**src/rtl/constraint_sample_gen.sv**
```systemverilog
// Random-solution sampler initiator: fills candidates from a 32-bit Galois LFSR,
// checks them against an external combinational checker and offers passing ones downstream.
module constraint_sample_gen #(
    parameter int          TOTAL_W   = 64,
    parameter int          MAX_TRIES = 16,
    parameter logic [31:0] SEED      = 32'hACE1_0001
) (
    input  logic               clk,
    input  logic               rst,
    input  logic               start,
    input  logic               abort,
    input  logic [15:0]        num_req,
    input  logic               seed_load,
    input  logic [31:0]        seed,
    output logic [TOTAL_W-1:0] cand_out,
    input  logic               check_in,
    output logic               sol_valid,
    input  logic               sol_ready,
    output logic [TOTAL_W-1:0] sol_data,
    output logic               busy,
    output logic               done,
    output logic               fail,
    output logic [15:0]        tries,
    output logic [1:0]         state_dbg
);

    localparam int          BEATS     = (TOTAL_W + 31) / 32;
    localparam int          CAND_W    = BEATS * 32;
    localparam int          BEAT_W    = (BEATS > 1) ? $clog2(BEATS) : 1;
    localparam logic [31:0] LFSR_MASK = 32'h8020_0003;
    localparam logic [31:0] SEED_INIT = (SEED == 32'h0) ? 32'h1 : SEED;
    localparam logic [15:0] MAX_T     = 16'(MAX_TRIES);
    localparam logic [BEAT_W-1:0] LAST_BEAT = BEAT_W'(BEATS - 1);

    typedef enum logic [1:0] {IDLE, FILL, CHECK, HOLD} state_t;

    state_t              state_q, state_d;
    logic [31:0]         lfsr_q, lfsr_next;
    logic [CAND_W-1:0]   cand_q, cand_fill;
    logic [BEAT_W-1:0]   beat_q;
    logic [15:0]         tries_q, remaining_q;
    logic                sol_valid_q, done_q, fail_q;
    logic                last_beat, reject_final, handshake;

    // Handshake: a solution transfers on a rising edge where sol_valid && sol_ready;
    // once raised, sol_valid and sol_data hold until that edge (abort/rst excepted).
    assign lfsr_next    = lfsr_q[0] ? ((lfsr_q >> 1) ^ LFSR_MASK) : (lfsr_q >> 1);
    assign last_beat    = (beat_q == LAST_BEAT);
    assign reject_final = (tries_q == MAX_T - 16'd1);
    assign handshake    = (state_q == HOLD) && sol_valid_q && sol_ready;

    generate
        if (BEATS > 1) begin : g_multi
            assign cand_fill = {cand_q[CAND_W-33:0], lfsr_q};
        end else begin : g_single
            assign cand_fill = lfsr_q;
        end
    endgenerate

    always_ff @(posedge clk) begin
        if (rst) state_q <= IDLE;
        else     state_q <= state_d;
    end

    always_comb begin
        state_d = state_q;
        case (state_q)
            IDLE:  if (start && !seed_load && num_req != 16'd0) state_d = FILL;
            FILL:  if (last_beat) state_d = CHECK;
            CHECK: begin
                if (check_in)          state_d = HOLD;
                else if (reject_final) state_d = IDLE;
                else                   state_d = FILL;
            end
            HOLD:  if (handshake) state_d = (remaining_q == 16'd1) ? IDLE : FILL;
            default: state_d = IDLE;
        endcase
        if (abort) state_d = IDLE;
    end

    always_ff @(posedge clk) begin
        if (rst) begin
            lfsr_q      <= SEED_INIT;
            cand_q      <= '0;
            beat_q      <= '0;
            tries_q     <= '0;
            remaining_q <= '0;
            sol_valid_q <= 1'b0;
            done_q      <= 1'b0;
            fail_q      <= 1'b0;
        end else begin
            done_q <= 1'b0;
            fail_q <= 1'b0;
            if (abort) begin
                sol_valid_q <= 1'b0;
            end else begin
                case (state_q)
                    IDLE: begin
                        if (seed_load) begin
                            lfsr_q <= (seed == 32'h0) ? 32'h1 : seed;
                        end else if (start) begin
                            if (num_req == 16'd0) begin
                                done_q <= 1'b1;
                            end else begin
                                remaining_q <= num_req;
                                tries_q     <= '0;
                                beat_q      <= '0;
                            end
                        end
                    end
                    FILL: begin
                        cand_q <= cand_fill;
                        lfsr_q <= lfsr_next;
                        beat_q <= last_beat ? '0 : beat_q + 1'b1;
                    end
                    CHECK: begin
                        if (!check_in) begin
                            if (reject_final) begin
                                tries_q <= MAX_T;
                                fail_q  <= 1'b1;
                            end else begin
                                tries_q <= tries_q + 16'd1;
                            end
                        end
                    end
                    HOLD: begin
                        // sol_valid rises one cycle after entering HOLD, straight from a register
                        if (!sol_valid_q) begin
                            sol_valid_q <= 1'b1;
                        end else if (sol_ready) begin
                            sol_valid_q <= 1'b0;
                            remaining_q <= remaining_q - 16'd1;
                            if (remaining_q == 16'd1) done_q  <= 1'b1;
                            else                      tries_q <= '0;
                        end
                    end
                    default: ;
                endcase
            end
        end
    end

    assign cand_out  = cand_q[TOTAL_W-1:0];
    assign sol_data  = cand_q[TOTAL_W-1:0];
    assign sol_valid = sol_valid_q;
    assign busy      = (state_q != IDLE);
    assign done      = done_q;
    assign fail      = fail_q;
    assign tries     = tries_q;
    assign state_dbg = state_q;

endmodule
```
**config.mk**
```make
export PLATFORM = sky130hd
export DESIGN_NAME = constraint_sample_gen
export DESIGN_NICKNAME = d
export VERILOG_FILES = /design/src/rtl/constraint_sample_gen.sv
export SDC_FILE = /design/constraint.sdc
export NUM_CORES = 1
export LEC_CHECK = 0
export CAP_MARGIN = 20
export CORE_MARGIN = 2
export CORE_UTILIZATION = 28
export CTS_BUF_LIST = sky130_fd_sc_hd__clkbuf_8
export DETAILED_ROUTE_END_ITERATION = 12
export SLEW_MARGIN = 0
export SYNTH_ARGS = -nofsm -noshare
export SYNTH_HDL_FRONTEND = slang
export SYNTH_SLANG_ARGS = --single-unit
export TNS_END_PERCENT = 1
```
**constraint.sdc**
```tcl
create_clock -name clk -period 2.5 [get_ports clk]
set_input_delay 0.75 -clock clk [delete_from_list [all_inputs] [get_ports clk]]
set_output_delay 0.75 -clock clk [all_outputs]
set_load 0.03 [all_outputs]
```
==> metrics.cfg <==
[routing]
detailroute.via_count=6318
detail_route.iter0.violations=423
drt_first_pass_iters=4
antenna_violating_nets_post_route=0
wire_per_inst_um=14.7
drc_errors=0
drt_wl_total_mm=19.5
routed_via_density=4.75

[cts]
cts_hold_buffers=0
cts_buffer_depth=2
path_clk_slew_ps=100
cts_sinks=134
tritoncts.num_buffers=17
cts_max_level=4
clk_latency_ps=460
clockRootBuffer=clkbuf_8
cts_tree=built

[setup_path]
cp-end-kind=register
reg2reg_setup_slack_ps=210
setup.worst_path.start_class=primary input
worstRegToRegCells=8
critical_path.max_fanout=7
worst_r2r_endpoint=tries[6]$_SDFFE_PP0P_
required_ps=2820
worst_ep_arrival_time_ps=2770
path_class=primary input to register
r2r-start=state_dbg[0]$_SDFFE_PP0P_

[die]
ioPinCount=205
initial_core_utilization_pct=28.4
std_cell_rows=56
dieWidth_um=158
fp.coreArea_mm2=0.0234
floorplan.die_area_mm2=0.0250
die_h_um=158

[final_layout]
layout-area-overhead-vs-synth_pct=41.5
layout.core_utilization_pct=40.1
final_layout_size_suffix_gt1_share_pct=12.3
fillerInstances=2432
final_nets=1059
ff_latch_area_mm2=0.00268
multi_input_comb_area_mm2=0.00327

[global_routing]
via_count_of_the_first_global_routing_pass=5720
grt_max_degree=86
grt_overflow_total=0
antenna_violations_before_repair=2
grt_usage_pct=15.5
global_route_wire_length_before_repair_mm=30.4

[timing]
hold_vio_cnt_final=0
grt_setup_unrepaired=true
finalMaxSlewViolations=0
clk_skew_ps=19.4
setup_ws_ps=44.2
top_achievable_clock_speed_ghz=0.407
setup_viol=0
timing.slew.headroom_pct=69.0
min_period_over_period_pct=98.2
period_minus_slack_ps=2460
timing_worst_slew_pin_value_ps=461
finalHoldWorstSlack_ps=468

[synth]
synthArstFlopShare_pct=0
synth_area_leaders=dfxtp_1, nand2_1, buf_4
syn_avg_cell_area_um2=8.00
post_synth_num_cell_types=61
synth.cell_area_mm2=0.00664
synth_sequential_area_ratio_pct=40.4
synthesis.instances=830
ys_top_cells_by_count=nand2_1, dfxtp_1, a21oi_1
synth_top_area_share_pct=40.4
synth_enable_flop_cells=0
yosys_most_used_dff=dfxtp_1
synth_fp_nets=892
yosys_warnings=0
yosys.cell_count.top_type=nand2_1
synth_top_cell_by_area=dfxtp_1
yosys_register_bits=134

[pwr]
design_power_total_uw=4840
pwr_density_cell_mw_per_mm2=515
vdd_ir_drop_max_v=0.000269
total_leakage_power_uw=0.00324

[placement]
pre_cts_slack_ps=-452
detailed_place_hpwl_mm=14.0
io_buffer_count=204
gp_congestion=0.813

[run_status]
status=completed

[worst_hold_path]
hold_path_class=register to register
hold_path_startpoint=lfsr_q[9]$_SDFFE_PP0P_
holdPathStages=2
min_to=cand_out[9]$_SDFFE_PP0P_

[job]
maxCapViolations=0

stage by stage:
| stage | cells | instance area [um^2] | TNS (ps) |
|---|---|---|---|
| 4_1_cts | 1325 | 9300 | 0 |
| 3_5_place_dp | 1293 | 8880 | -13160 |
| 3_3_place_gp | 1293 | 8880 | -11250 |
| 6_report | 1331 | 9390 | 0 |
| 2_1_floorplan | 830 | 6640 | 0 |
| 5_1_grt | 1330 | 9390 | -30.2 |
cells in the final DEF (no fill, tap or decap), drive strengths merged, types with 3 or more instances in the layout:
cell,netlist,layout
nor3,19,19
a21oi,82,82
or2,5,5
and2,5,5
ha,7,7
and3,11,11
nand3b,8,8
dfxtp,134,134
a311oi,3,3
nand4,10,10
clkdlybuf4s50,0,198
a31oi,13,13
clkbuf,36,18
dlymetal6s2s,0,4
inv,13,23
nor2b,4,4
nand2,163,163
a211o,8,8
a211oi,25,25
mux2i,32,32
o31a,3,3
nor4,19,19
buf,80,61
nand3,14,14
or3,3,3
nor2,60,60
nand2b,6,6
a31o,5,5
o21ai,26,26
or4,6,6
a2111oi,3,3
state kept, by name (all words and copies together), names as in the netlist:
name,count
beat_q,1
lfsr_q,32
fail,1
done,1
state_dbg,2
cand_out,64
remaining_q,16
tries,16
sol_valid,1
layout make-up:
class	count	share of cell area (%)
multi-input combinational	567	34.8
sequential	134	28.6
tap	319	4.25
clock inverter	15	1.92
antenna	2	0.0533
timing repair buffer	264	27.4
clock buffer	17	2.49
inverter	13	0.520
worst max-delay path by stage:
stage,depth (start not counted),startpoint,to
after CTS,4,state_dbg[1]$_SDFFE_PP0P_,busy
after global routing,9,num_req[11],tries[9]$_SDFFE_PP0P_
after floorplan,6,num_req[13],tries[15]$_SDFFE_PP0P_
final,9,num_req[11],remaining_q[5]$_SDFFE_PP0P_
after global placement,8,num_req[13],tries[2]$_SDFFE_PP0P_
after detailed placement,8,num_req[13],tries[12]$_SDFFE_PP0P_
logic make-up after synthesis:
family	synth area share, %
XOR/XNOR	0.264
multiplexers	5.00
AO/OA/AOI/OAI	17.7
adder cells (fa/ha/maj)	1.32
AND/OR/NAND/NOR	24.0
flip-flops	40.4
buffers and inverters	11.3
worst max-delay path, cell delays in order:
cell and delay [ps]:
clkdlybuf4s50_1 420, or4_4 510, nor3_4 230, nand4_4 190, buf_6 180, buf_4 140, a31o_2 220, nand2_1 60
a31oi_1 70
where the power goes:
| group | total [uW] | switching, uW | internal, uW |
|---|---|---|---|
| combinational | 671 | 356 | 315 |
| sequential | 2260 | 64.3 | 2200 |
| clock | 1900 | 1050 | 854 |
| total | 4840 | 1470 | 3370 |
routing by layer:
metal,GRT usage (%),wire length (um),vias up
met4,4.42,221,0
met1,21.0,9120,2969
met2,24.6,9180,157
li1,-,-,3178
met5,0,0,-
met3,3.45,1010,14
timing repair:
| action | CTS | global route |
|---|---|---|
| setup buffers | 0 | 4 |
| setup endpoints to repair | 1 | 22 |
| resized for setup | 2 | 18 |
| endpoints found under the hold margin | 0 | 0 |
| cloned | 0 | 0 |
| pin swaps | 0 | 2 |
Note: power is estimated with default switching activity, not from simulation.
==> RTL edit 1: new RTL, same settings <==
Reset style: asynchronous (`rst`), changed in 2 clocked blocks.
--- a/src/rtl/constraint_sample_gen.sv
+++ b/src/rtl/constraint_sample_gen.sv
@@ -58,5 +58,5 @@
     endgenerate
 
-    always_ff @(posedge clk) begin
+    always_ff @(posedge clk or posedge rst) begin
         if (rst) state_q <= IDLE;
         else     state_q <= state_d;
@@ -79,5 +79,5 @@
     end
 
-    always_ff @(posedge clk) begin
+    always_ff @(posedge clk or posedge rst) begin
         if (rst) begin
             lfsr_q      <= SEED_INIT;
Function: differs if rst is asserted again (counterexample within 4 cycles, from zero or initial values and one cycle with rst high); with rst held inactive, the same outputs for 4 cycles.
==> RTL edit 1 against the unedited design <==
- first-iteration DRC count is 43% lower
- clock skew is 2.9 ps lower
- worst setup slack better by 45 ps
- area after synthesis is 4.3% higher
- wire length is 7.4% lower
- final cell count is 13% lower
- sequential cell count stayed put
- via count is 13% lower
- final area is 3.0% higher
Power is not compared: it rests on default switching activity, and its combinational part moved more than twofold at a synthesized area within 25%.
==> RTL edit 1: results (changes against the unedited design) <==
.. list-table::
   :header-rows: 1

   * - Metric
     - Value
   * - Global-route track usage on met1
     - 18.7% (-2.3 points)
   * - CTS clock-pin slew for the worst setup and hold paths
     - 80 ps (-20 ps)
   * - Fraction of final layout cells with drive strength greater than 1
     - 21.2% (+9.0 points)
   * - Worst stage delay on the critical path
     - 450 ps (-60 ps)
   * - Crit-path leading delay family
     - compound AO/OA/AOI/OAI gates
   * - Initial detailed-routing violation count
     - 241 (-43%)
   * - Worst-path fanout max
     - 8 (+1)
   * - Number of unique standard cell types used by synthesis
     - 52 (-15%)
   * - Clock insertion delay at the later pin of the skew report
     - 440 ps (-20 ps)
   * - Ant diodes
     - 0 (-2)
   * - Arrival time worst endpoint
     - 2740 ps (-30 ps)
   * - Global routing met3 resource utilization
     - 3.16% (-0.29 points)
   * - First-pass detailed-route iteration total
     - 5 (+1)
   * - Routed wire length on met2
     - 8.81 mm (-4.0%)
   * - Number of resized instances in the post-cts repair step
     - 5 (+3)
   * - Total number of yosys warnings
     - 0 (unchanged)
   * - Outcome
     - finished clean
   * - Sequential element share of the synthesized area
     - 48.6% (+8.2 points)
   * - Synth Net Count
     - 711 (-20%)
   * - Async S/R FF share, synth
     - 100% (+100 points)
   * - Routed WL per cell
     - 15.6 microns (+6.0%)
   * - HPWL Detailed
     - 12.9 mm (-7.9%)
   * - Most area-consuming cells after synthesis
     - sky130_fd_sc_hd__dfrtp_1, sky130_fd_sc_hd__mux2_2, sky130_fd_sc_hd__buf_4
   * - Number of nets in the finished design
     - 888 (-16%)
   * - Share of the synthesized area in the top cell type
     - 45.2% (+4.8 points)
   * - Post-synthesis instance total
     - 649 (-22%)
   * - Crit-path slowest cell
     - sky130_fd_sc_hd__clkdlybuf4s50_1
   * - Placed instance area
     - 9200 sq um (+3.6%)
   * - First-pass GRT wire length
     - 29.2 mm (-4.2%)
   * - Routability cong.
     - 0.806 (-0.82%)
   * - Tightest Pin Transition
     - 601 ps (+140 ps)
   * - Vias in the first global route
     - 5404 (-5.5%)
   * - Antenna violations before repair
     - 0 (-2)
   * - Pin count of the biggest net entering global routing
     - 87 (+1.2%)
   * - Overall routing resource usage
     - 14.1% (-1.3 points)
   * - Setup Skew
     - 16.5 ps (-2.89 ps)
   * - Pre-CTS worst setup slack
     - -476 ps (-24.8 ps)
   * - Met2 Track Usage GR
     - 23.4% (-1.2 points)
   * - Detailed-routed wire length on met3
     - 991 microns (-1.5%)
   * - Commonest register cell after synthesis
     - sky130_fd_sc_hd__dfrtp_1
==> RTL edit 1: cell count changes after synthesis, moves of 9 or more <==
cell	before	now
sky130_fd_sc_hd__nand2_1	162	21
sky130_fd_sc_hd__o31ai_1	2	20
sky130_fd_sc_hd__dfxtp_1	134	0
sky130_fd_sc_hd__a21oi_1	81	56
sky130_fd_sc_hd__mux2_2	1	66
sky130_fd_sc_hd__clkbuf_1	35	24
sky130_fd_sc_hd__a211oi_1	25	2
sky130_fd_sc_hd__o21ai_0	26	14
sky130_fd_sc_hd__dfrtp_1	0	125
sky130_fd_sc_hd__dfstp_2	0	9
==> RTL edit 1: path summary, 6_finish.rpt <==
| kind | to | from | slack [ps] | depth (start not counted) |
|---|---|---|---|---|
| min in group asynchronous | tries[12] | rst | 760 | 3 |
| setup reg to reg | tries[7] | tries[11] | 140 | 6 |
| setup / recovery | tries[7] | seed_load | 90 | 7 |
| hold / removal | beat_q | beat_q | 510 | 2 |
| max in group asynchronous | lfsr_q[31] | rst | 1280 | 3 |
| hold reg to reg | beat_q | beat_q | 510 | 2 |
==> RTL edit 1: cell families (layout without fill, tap and decap cells) <==
family / Yosys count / in the layout / synth area share (%)
flops: 134 / 134 / 48.6
fa+ha+maj: 7 / 7 / 1.26
simple gates: 162 / 162 / 11.6
compound gates: 136 / 136 / 13.3
mux: 96 / 96 / 15.1
buf+inv: 112 / 301 / 9.99
xor+xnor: 2 / 2 / 0.253
==> RTL edit 1: cell type report <==
| type | count | area (sq um) |
|---|---|---|
| Multi-Input combinational cell | 403 | 2920 |
| Clock buffer | 17 | 234 |
| Clock inverter | 14 | 199 |
| Fill cell | 2346 | 14600 |
| Sequential cell | 134 | 3370 |
| Tap cell | 324 | 405 |
| Inverter | 13 | 52.6 |
| Timing Repair Buffer | 257 | 2500 |
==> RTL edit 2: new RTL, same settings <==
Made on the original files. The parameter `TOTAL_W` goes from 64 to 256.
--- a/src/rtl/constraint_sample_gen.sv
+++ b/src/rtl/constraint_sample_gen.sv
@@ -2,5 +2,5 @@
 // checks them against an external combinational checker and offers passing ones downstream.
 module constraint_sample_gen #(
-    parameter int          TOTAL_W   = 64,
+    parameter int          TOTAL_W   = 256,
     parameter int          MAX_TRIES = 16,
     parameter logic [31:0] SEED      = 32'hACE1_0001
Ports: changed (resized cand_out and sol_data); port bits go from 205 to 589. The function was not compared with the original's and may differ.
==> RTL edit 2 against the unedited design <==
- sequential cell count rose by 194
- sequential power rose by 140%
- synthesized cell count rose by 120%
- power rose by 130%
- wire length rose to 2.8 times the old value
- critical path type is now register to primary output
- sequential share of layout area rose by 3.0 points
- area after synthesis rose by 120%
- final area rose by 120%
- worst setup slack improved by 16 ps
- count of clock-buffer cells in the layout rose by 59
==> RTL edit 2: results (changes against the unedited design) <==
.. list-table::
   :header-rows: 1

   * - Metric
     - Value
   * - Routed wire length on met2
     - 26.5 mm (+190%)
   * - Number of flip-flops under the largest register name
     - 256 (+300%)
   * - Pin count of the biggest net entering global routing
     - 104 (+21%)
   * - Sequential element share of the synthesized area
     - 44.4% (+3.9 points)
   * - Tightest Pin Transition
     - 563 ps (+102 ps)
   * - First-pass detailed-route iteration total
     - 7 (+3)
   * - CTS clock-pin slew for the worst setup and hold paths
     - 60 ps (-40 ps)
   * - Arrival time worst endpoint
     - 1690 ps (-1080 ps)
   * - Setup Skew
     - 13.6 ps (-5.77 ps)
   * - Number of unique standard cell types used by synthesis
     - 64 (+4.9%)
   * - Bufs on Longest Clock Path
     - 3 (+1)
   * - Outcome
     - finished clean
   * - Vias in the first global route
     - 12900 (+130%)
   * - Cell types with the highest counts after synthesis
     - sky130_fd_sc_hd__nand2_1, sky130_fd_sc_hd__dfxtp_1, sky130_fd_sc_hd__a21oi_1, sky130_fd_sc_hd__buf_4, sky130_fd_sc_hd__clkbuf_1
   * - Detailed-routed wire length on met3
     - 2.69 mm (+170%)
   * - Antenna violations before repair
     - 1 (-1)
   * - Routability cong.
     - 0.851 (+4.6%)
   * - Number of nets in the finished design
     - 2285 (+120%)
   * - Pre-CTS worst setup slack
     - -368 ps (+84.1 ps)
   * - Leakage power
     - 9.89 nW (+210%)
   * - Area used by sequential logic in the layout
     - 6570 sq um (+140%)
   * - Worst stage delay on the critical path
     - 380 ps (-130 ps)
   * - Most area-consuming cells after synthesis
     - sky130_fd_sc_hd__dfxtp_1, sky130_fd_sc_hd__nand2_1, sky130_fd_sc_hd__buf_4
   * - Routed WL per cell
     - 18.6 microns (+27%)
   * - Via-per-instance ratio
     - 4.66 (-1.8%)
## RTL edit 2: changes by cell type in the layout (fill, tap and decap cells not counted), sizes merged, moves of 15 or more
cell,before,now
o21ai,26,11
buf,61,91
dlymetal6s2s,4,26
dlygate4sd2,0,479
clkdlybuf4s50,198,77
dfxtp,134,328
a21oi,82,275
clkbuf,18,76
nand2,163,540
## RTL edit 2: cells by family (layout without fill, tap and decap cells)
logic type                 after synthesis  in the layout  synth area share (%)
adders and majority gates                9              9                 0.761
AOI/OAI and AO/OA                      388            388                  15.7
and+or+nand+nor                        713            713                  20.2
buffers and inverters                  391            794                  16.5
other                                    0              2                     0
muxes                                   33             33                  2.24
xor gates and xnor gates                 2              2                 0.118
DFF                                    328            328                  44.4
## RTL edit 2: final timing paths
check | startpoint | to | slack, ps | depth (start not counted)
worst max register to register | state_dbg[0] | remaining_q[11] | 220 | 7
worst min-delay path | lfsr_q[3] | cand_out[3] | 470 | 2
worst max-delay path | state_dbg[0] | busy | 60 | 6
worst min register to register | lfsr_q[3] | cand_out[3] | 470 | 2
## RTL edit 2: worst max-delay path: cells and delay by family (launching register included)
family | cells | cell delay, ps
fa+ha+maj | 1 | 170
buf+inv | 5 | 500
flops | 1 | 380
## RTL edit 2: routing by layer
metal	GRT usage (%)	up-vias
li1	-	6726
met1	24.5	6513
met2	31.7	469
met3	2.98	79
met4	6.61	0
met5	0	-
## RTL edit 2: power by group through the flow
stage               Combinational [mW]  Sequential [mW]  Clock [mW]
finish                           0.855             5.37        5.08
global route                     0.921             5.37        5.49
CTS                              0.849             5.37        5.25
detailed placement               0.858             5.48           0
global placement                 0.853             5.48           0
floorplan                        0.476             5.47           0
## RTL edit 2: final cells by class
type                       count  share of cell area, %
sequential                   328                   31.6
clock buffer                  76                   5.03
multi-input combinational   1145                   28.0
tap                          688                   4.14
timing repair buffer         674                   30.1
antenna                        2                 0.0241
inverter                      14                  0.253
clock inverter                30                  0.746
## RTL edit 2: repair_timing
item                                    CTS  global route
setup buffers                             0             2
resized for setup                       485            34
endpoints found under the setup margin  491            30
pin swaps                                 0             1
